### src/rtl/pmp_csr.sv
// pmp_csr: PMP configuration/address CSR storage with a sequential decoder.
//
// Stores NUM_PMP cfg bytes and NUM_PMP word addresses (bits [NPHYS-1:2]).
// Any write that actually changes storage starts a scan. The scan decodes one
// entry per clock into staging registers. All registered pmp_* outputs are then
// replaced in a single cycle, so consumers never see a half-updated table.
//
// Ports:
//   clk, reset      clock; asynchronous active-high reset
//   csr_wr          write strobe
//   csr_sel         0 = cfg entry, 1 = addr entry
//   csr_idx         entry index (>= NUM_PMP: write ignored, read returns 0)
//   csr_wdata       write data (cfg in [7:0], addr in [NPHYS-3:0])
//   csr_rdata       combinational, zero-extended read of the selected entry
//   busy            high while a decode scan is in progress
//   pmp_start/aend  decoded inclusive word-address range per entry
//   pmp_prot        {X,W,R} per entry
//   pmp_valid       entry matches something
//   pmp_locked      entry L bit
module pmp_csr #(
   parameter int NPHYS   = 56,
   parameter int NUM_PMP = 5
) (
   input  logic                          clk,
   input  logic                          reset,
   input  logic                          csr_wr,
   input  logic                          csr_sel,
   input  logic [3:0]                    csr_idx,
   input  logic [63:0]                   csr_wdata,
   output logic [63:0]                   csr_rdata,
   output logic                          busy,
   output logic [NUM_PMP-1:0][NPHYS-3:0] pmp_start,
   output logic [NUM_PMP-1:0][NPHYS-3:0] pmp_aend,
   output logic [NUM_PMP-1:0][2:0]       pmp_prot,
   output logic [NUM_PMP-1:0]            pmp_valid,
   output logic [NUM_PMP-1:0]            pmp_locked
);
   localparam int         AW       = NPHYS - 2;
   localparam logic [3:0] LAST_IDX = 4'(NUM_PMP - 1);

   typedef enum logic {IDLE, SCAN} state_t;

   state_t     state_reg, state_next;
   logic [3:0] scan_idx_reg, scan_idx_next;

   logic [NUM_PMP-1:0][7:0]    cfg_reg;
   logic [NUM_PMP-1:0][AW-1:0] addr_reg;
   logic [NUM_PMP-1:0][AW-1:0] prev_addr;
   logic [NUM_PMP-1:0]         cfg_change;
   logic [NUM_PMP-1:0]         addr_change;
   logic [7:0]                 cfg_wdata;
   logic                       restart;
   logic                       decode_en;
   logic                       commit;

   logic [NUM_PMP-1:0][AW-1:0] stg_start_reg, stg_start_next;
   logic [NUM_PMP-1:0][AW-1:0] stg_aend_reg, stg_aend_next;
   logic [NUM_PMP-1:0][2:0]    stg_prot_reg, stg_prot_next;
   logic [NUM_PMP-1:0]         stg_valid_reg, stg_valid_next;
   logic [NUM_PMP-1:0]         stg_locked_reg, stg_locked_next;

   // Fields of the entry currently being decoded
   logic [1:0]    sc_mode;
   logic [2:0]    sc_prot;
   logic          sc_lock;
   logic [AW-1:0] sc_addr, sc_prev;

   logic [AW-1:0] dec_start, dec_aend, napot_mask;
   logic          dec_valid;

   // Legalised cfg byte: W without R is not allowed, bits 6:5 are reserved
   assign cfg_wdata = {csr_wdata[7], 2'b00, csr_wdata[4:3], csr_wdata[2],
                       csr_wdata[1] & csr_wdata[0], csr_wdata[0]};

   if (AW < 64) begin : g_wdata_hi
      logic unused_wdata_hi;
      assign unused_wdata_hi = ^csr_wdata[63:AW];
   end

   for (genvar gi = 0; gi < NUM_PMP; gi++) begin : g_entry
      logic hit;
      logic tor_lock_above;

      // A locked entry swallows every write aimed at it
      assign hit = csr_wr && (csr_idx == 4'(gi)) && !cfg_reg[gi][7];

      // A locked TOR entry above also freezes this entry's address, because that address is its base
      if (gi + 1 < NUM_PMP) begin : g_above
         assign tor_lock_above = cfg_reg[gi+1][7] && (cfg_reg[gi+1][4:3] == 2'd1);
      end else begin : g_top
         assign tor_lock_above = 1'b0;
      end

      if (gi == 0) begin : g_prev0
         assign prev_addr[gi] = '0;
      end else begin : g_prevn
         assign prev_addr[gi] = addr_reg[gi-1];
      end

      // Only writes that really alter the stored value count; rewrites of the same value are silent
      assign cfg_change[gi]  = hit && !csr_sel && (cfg_wdata != cfg_reg[gi]);
      assign addr_change[gi] = hit && csr_sel && !tor_lock_above &&
                               (csr_wdata[AW-1:0] != addr_reg[gi]);

      wire stg_hit = decode_en && (scan_idx_reg == 4'(gi));
      assign stg_start_next[gi]  = stg_hit ? dec_start : stg_start_reg[gi];
      assign stg_aend_next[gi]   = stg_hit ? dec_aend  : stg_aend_reg[gi];
      assign stg_prot_next[gi]   = stg_hit ? sc_prot   : stg_prot_reg[gi];
      assign stg_valid_next[gi]  = stg_hit ? dec_valid : stg_valid_reg[gi];
      assign stg_locked_next[gi] = stg_hit ? sc_lock   : stg_locked_reg[gi];
   end

   assign restart = (|cfg_change) || (|addr_change);
   // A restarting write wins over the decode on the same edge; every staging
   // entry is rewritten before the next commit, so stale staging is never exposed.
   assign decode_en = (state_reg == SCAN) && !restart;
   assign commit    = decode_en && (scan_idx_reg == LAST_IDX);

   // CSR storage
   always_ff @(posedge clk or posedge reset) begin
      if (reset) begin
         cfg_reg  <= '0;
         addr_reg <= '0;
      end else begin
         for (int i = 0; i < NUM_PMP; i++) begin
            if (cfg_change[i])  cfg_reg[i]  <= cfg_wdata;
            if (addr_change[i]) addr_reg[i] <= csr_wdata[AW-1:0];
         end
      end
   end

   // Select the entry under decode
   always_comb begin
      sc_mode = 2'd0;
      sc_prot = 3'd0;
      sc_lock = 1'b0;
      sc_addr = '0;
      sc_prev = '0;
      for (int i = 0; i < NUM_PMP; i++) begin
         if (scan_idx_reg == 4'(i)) begin
            sc_mode = cfg_reg[i][4:3];
            sc_prot = cfg_reg[i][2:0];
            sc_lock = cfg_reg[i][7];
            sc_addr = addr_reg[i];
            sc_prev = prev_addr[i];
         end
      end
   end

   // Range decode, all arithmetic wrapping at AW bits
   always_comb begin
      dec_start  = '0;
      dec_aend   = '0;
      dec_valid  = 1'b0;
      napot_mask = sc_addr ^ (sc_addr + AW'(1));
      case (sc_mode)
         2'd1: begin
            dec_start = sc_prev;
            dec_aend  = sc_addr - AW'(1);
            dec_valid = sc_addr > sc_prev;
         end
         2'd2: begin
            dec_start = sc_addr;
            dec_aend  = sc_addr;
            dec_valid = 1'b1;
         end
         2'd3: begin
            dec_start = sc_addr & ~napot_mask;
            dec_aend  = sc_addr | napot_mask;
            dec_valid = 1'b1;
         end
         default: ;
      endcase
   end

   // Staging and atomic output commit
   always_ff @(posedge clk or posedge reset) begin
      if (reset) begin
         stg_start_reg  <= '0;
         stg_aend_reg   <= '0;
         stg_prot_reg   <= '0;
         stg_valid_reg  <= '0;
         stg_locked_reg <= '0;
         pmp_start      <= '0;
         pmp_aend       <= '0;
         pmp_prot       <= '0;
         pmp_valid      <= '0;
         pmp_locked     <= '0;
      end else begin
         stg_start_reg  <= stg_start_next;
         stg_aend_reg   <= stg_aend_next;
         stg_prot_reg   <= stg_prot_next;
         stg_valid_reg  <= stg_valid_next;
         stg_locked_reg <= stg_locked_next;
         if (commit) begin
            pmp_start  <= stg_start_next;
            pmp_aend   <= stg_aend_next;
            pmp_prot   <= stg_prot_next;
            pmp_valid  <= stg_valid_next;
            pmp_locked <= stg_locked_next;
         end
      end
   end

   // FSM: state register
   always_ff @(posedge clk or posedge reset) begin
      if (reset) begin
         state_reg    <= IDLE;
         scan_idx_reg <= '0;
      end else begin
         state_reg    <= state_next;
         scan_idx_reg <= scan_idx_next;
      end
   end

   // FSM: next state
   always_comb begin
      state_next    = state_reg;
      scan_idx_next = scan_idx_reg;
      if (restart) begin
         state_next    = SCAN;
         scan_idx_next = '0;
      end else if (state_reg == SCAN) begin
         if (scan_idx_reg == LAST_IDX) begin
            state_next    = IDLE;
            scan_idx_next = '0;
         end else begin
            scan_idx_next = scan_idx_reg + 4'd1;
         end
      end
   end

   // FSM: outputs
   always_comb begin
      busy = (state_reg == SCAN);
   end

   // CSR read
   always_comb begin
      csr_rdata = '0;
      for (int i = 0; i < NUM_PMP; i++) begin
         if (csr_idx == 4'(i)) begin
            csr_rdata = csr_sel ? 64'(addr_reg[i]) : 64'(cfg_reg[i]);
         end
      end
   end

endmodule
### config.mk
export PLATFORM = sky130hd
export DESIGN_NAME = pmp_csr
export DESIGN_NICKNAME = d
export VERILOG_FILES = /design/src/rtl/pmp_csr.sv
export SDC_FILE = /design/constraint.sdc
export NUM_CORES = 2
export LEC_CHECK = 0
export ABC_AREA = 1
export BUFFER_PORTS_ARGS = -buffer_cell sky130_fd_sc_hd__buf_2
export CELL_PAD_IN_SITES_DETAIL_PLACEMENT = 0
export CELL_PAD_IN_SITES_GLOBAL_PLACEMENT = 1
export CORE_MARGIN = 4
export CORE_UTILIZATION = 47
export CTS_BUF_LIST = sky130_fd_sc_hd__clkbuf_4 sky130_fd_sc_hd__clkbuf_8 sky130_fd_sc_hd__clkbuf_16
export DETAILED_ROUTE_END_ITERATION = 16
export PLACE_DENSITY_LB_ADDON = 0.3
export SYNTH_ARGS = -nofsm -noshare
export SYNTH_HDL_FRONTEND = slang
export SYNTH_SLANG_ARGS = --single-unit
### constraint.sdc
create_clock -name clk -period 76.5 [get_ports clk]
set_clock_uncertainty 0.2 [all_clocks]
set_input_delay 7.65 -clock clk [delete_from_list [all_inputs] [get_ports clk]]
set_output_delay 7.65 -clock clk [all_outputs]
set_load 0.05 [all_outputs]
==> results.toml <==
[run_status]
status = "complete, no violations"

[clock_network]
insertion_delay_ns = 0.84
numCtsBuffers = 147
cts_setup_buffers = 0
clk_path_buf_depth = 3
ctsHoldBuffers = 0
clock_sinks = 1322
root_buffer = "clkbuf_16"
tritoncts = "built"
htree_levels = 4
cts.reportedPaths.clkPinSlew_ns = 0.06
cts_resized = 0

[grt]
grt_pass1_wl_um = 405000
grt_pass1_vias = 60200
grt_max_degree = 166
overflow = 0
grt_usage = 0.357
antenna_found_initial = 19

[sta]
setup_viol = 0
period_share = 0.252
worstMarginPinSlew_ns = 1.22
fmax_ghz = 0.0519
max-slew-margin-rel = 0.179
hold_viol = 0
slew_violations = 0
fin_setup_tns_ns = 0
rsz0062_at_grt = "no"
period_minus_slack_ns = 19.27

[drt]
drt-vias-per-instance = 5.65
via_count = 64100
detail_route.wl_per_cell_um = 24.4
drc_errors = 0
final_antenna_net_count = 0
first_iter_violations = 7090
firstDrtPassIters = 8
wl_um = 277000

[critical_path]
slowest_delay_ns = 1.10
r2r_end = "pmp_aend[201]$_DFFE_PP0P_"
crit_chain = "buf_2 -> or2_1 -> nor3_4 -> buf_4 -> clkinv_1 -> buf_4 -> o311ai_0 -> buf_2"
endpoint_kind = "primary output"
arrival_ns = 11.42
r2r_slack_ns = 68.89
critical_path_peak_fanout = 51
timing.rr.start = "addr_reg[203]$_DFFE_PP0P_"
critPathKind = "primary input to primary output"
critical_path_required_ns = 68.65
worstRegToRegCells = 18
critPathSlowestCell = "o311ai_0"
start_kind = "primary input"

[layout]
fin_cells = 11300
area_growth_pct = 14.0
layout.nets = 9448
layout-drive-gt1-share = 0.141

[yosys]
mappedNetlistArea_um2 = 68200
yosysUniqueCellTypes = 58
postSynthCellCount = 8919
async_reset_ff_frac = 1.00
ys_seq_elements = 1322
synth_warnings = 0
synth_area_per_cell_um2 = 7.64
synthAdderAreaFrac = 0.0114
synth-simple-area-share = 0.311
synthMuxAreaShare = 0
synth_compound_area_frac = 0.0946
synth-edff-count = 0
yosysSeqAreaShare = 0.485
synth_xor_area_frac = 0.0259
synthFlopType = "dfrtp_1"
synth_top_family_by_area = "simple AND/OR/NAND/NOR gates"

[die]
initial_core_util = 0.474
core-area_um2 = 144000
dieArea_um2 = 151000
die_w_um = 389
io_pins = 702
die_y_um = 389
row_count = 139

[run]
max_cap_viol_count = 0

[placed_design]
io_buffers = 681
place_congestion = 0.976
dp_hpwl_um = 193000
post-place-cells = 11100

[worst_hold_path]
hp-start = "pmp_start[255]$_DFFE_PP0P_"
holdPathEnd = "pmp_start[255]$_DFFE_PP0P_"
min_path_type = "flip-flop to flip-flop"
hold_depth = 2

[pwr]
p_leak_nw = 40.9
powerDensity_nw_per_um2 = 19.3
irDropWorstVdd_uv = 16.2
==> metal layers <==
| layer | GRT usage | vias up | share of wire |
|---|---|---|---|
| met5 | 0 | - | 0.00051 |
| met1 | 0.489 | 31200 | 0.42 |
| met2 | 0.551 | 2881 | 0.44 |
| met4 | 0.157 | 18 | 0.051 |
| met3 | 0.0748 | 573 | 0.085 |
| li1 | - | 29400 | - |
==> placed cells by master, fill, tap and decap left out, types with 35 or more instances in the layout <==
cell       instances
nor2_1           380
buf_2            680
clkbuf_16        147
clkbuf_8          39
o211ai_1          46
nor3_1            83
xnor2_1          145
nand3_1          638
o22ai_1           54
a21oi_1           98
and2_1           119
or2_2            139
nand2_1         3393
inv_2             58
ha_1              60
o311ai_0          35
o21a_1            46
o21ai_1          167
xor2_1            57
nand4_1          174
o21ai_0          569
dfrtp_1         1321
inv_1            569
a31oi_1           36
buf_4             90
==> logic make-up (layout without fill, tap and decap cells) <==
group	count (synthesis)	in the layout
AOI/OAI and AO/OA	1132	1132
xor gates and xnor gates	202	202
adders and majority gates	62	62
buffers and inverters	1171	1673
DFF	1322	1322
other	1	22
and+or+nand+nor	5029	5029
==> through the flow <==
step                area [µm²]  total power, mW  setup WS [ns]   util  hold WS, ns
floorplan                68200            0.743          31.38      -        0.238
global placement         72400            0.754          57.57  0.503        0.251
detailed placement       72400            0.755          57.52  0.503        0.253
CTS                      77700             1.51          57.52  0.540        0.268
global route             77700             1.54          57.36  0.540        0.286
finish                   77700             1.50          57.23  0.540        0.264
==> cell type report <==
class                      instances  area, µm²
fill                           13900      66100
sequential                      1322      33100
multi-input combinational       6435      30400
clock buffer                     217       4450
timing repair buffer             773       4140
inverter                         635       2400
tap                             1903       2380
clock inverter                    48        845
antenna                           12       30.0
==> power by group <==
group          internal [mW]  switching (mW)
combinational        0.00805          0.0341
clock                  0.449           0.311
sequential             0.699               0
==> Yosys cell counts (14+ instances only) <==
cell type	n	area, µm²
nand2_1	3400	12800
dfrtp_1	1322	33100
nand3_1	638	3190
inv_1	574	2150
o21ai_0	569	2850
nor2_1	385	1450
buf_2	245	1230
clkbuf_1	238	893
nand4_1	174	1090
o21ai_1	167	836
xnor2_1	145	1270
or2_2	139	870
and2_1	119	744
a21oi_1	98	490
nor3_1	84	420
ha_1	62	776
inv_2	58	218
xor2_1	57	499
o22ai_1	54	338
o211ai_1	46	345
o21a_1	46	345
a31oi_1	36	225
o311ai_0	35	307
buf_4	33	248
o221ai_1	25	219
nor2_2	24	150
nand3_2	18	180
nand2_2	15	93.8
buf_1	14	52.6
==> worst max-delay path by stage <==
stage / startpoint / to / slack (ns) / cells past startpoint
floorplan: reset / addr_reg[0]$_DFFE_PP0P_ / 31.38 / 1
global placement: csr_idx[1] / csr_rdata[18] / 57.57 / 8
detailed placement: csr_idx[1] / csr_rdata[18] / 57.52 / 8
CTS: csr_idx[1] / csr_rdata[18] / 57.52 / 8
global route: csr_idx[1] / csr_rdata[18] / 57.36 / 8
finish: csr_idx[1] / csr_rdata[18] / 57.23 / 8
==> worst max-delay path, delay by kind of cell <==
kind                   cells  cell delay [ns]
AO/OA/AOI/OAI              1             1.10
buffers and inverters      5             2.15
AND/OR/NAND/NOR            2             0.38
Power figures use the tool's default switching activity.
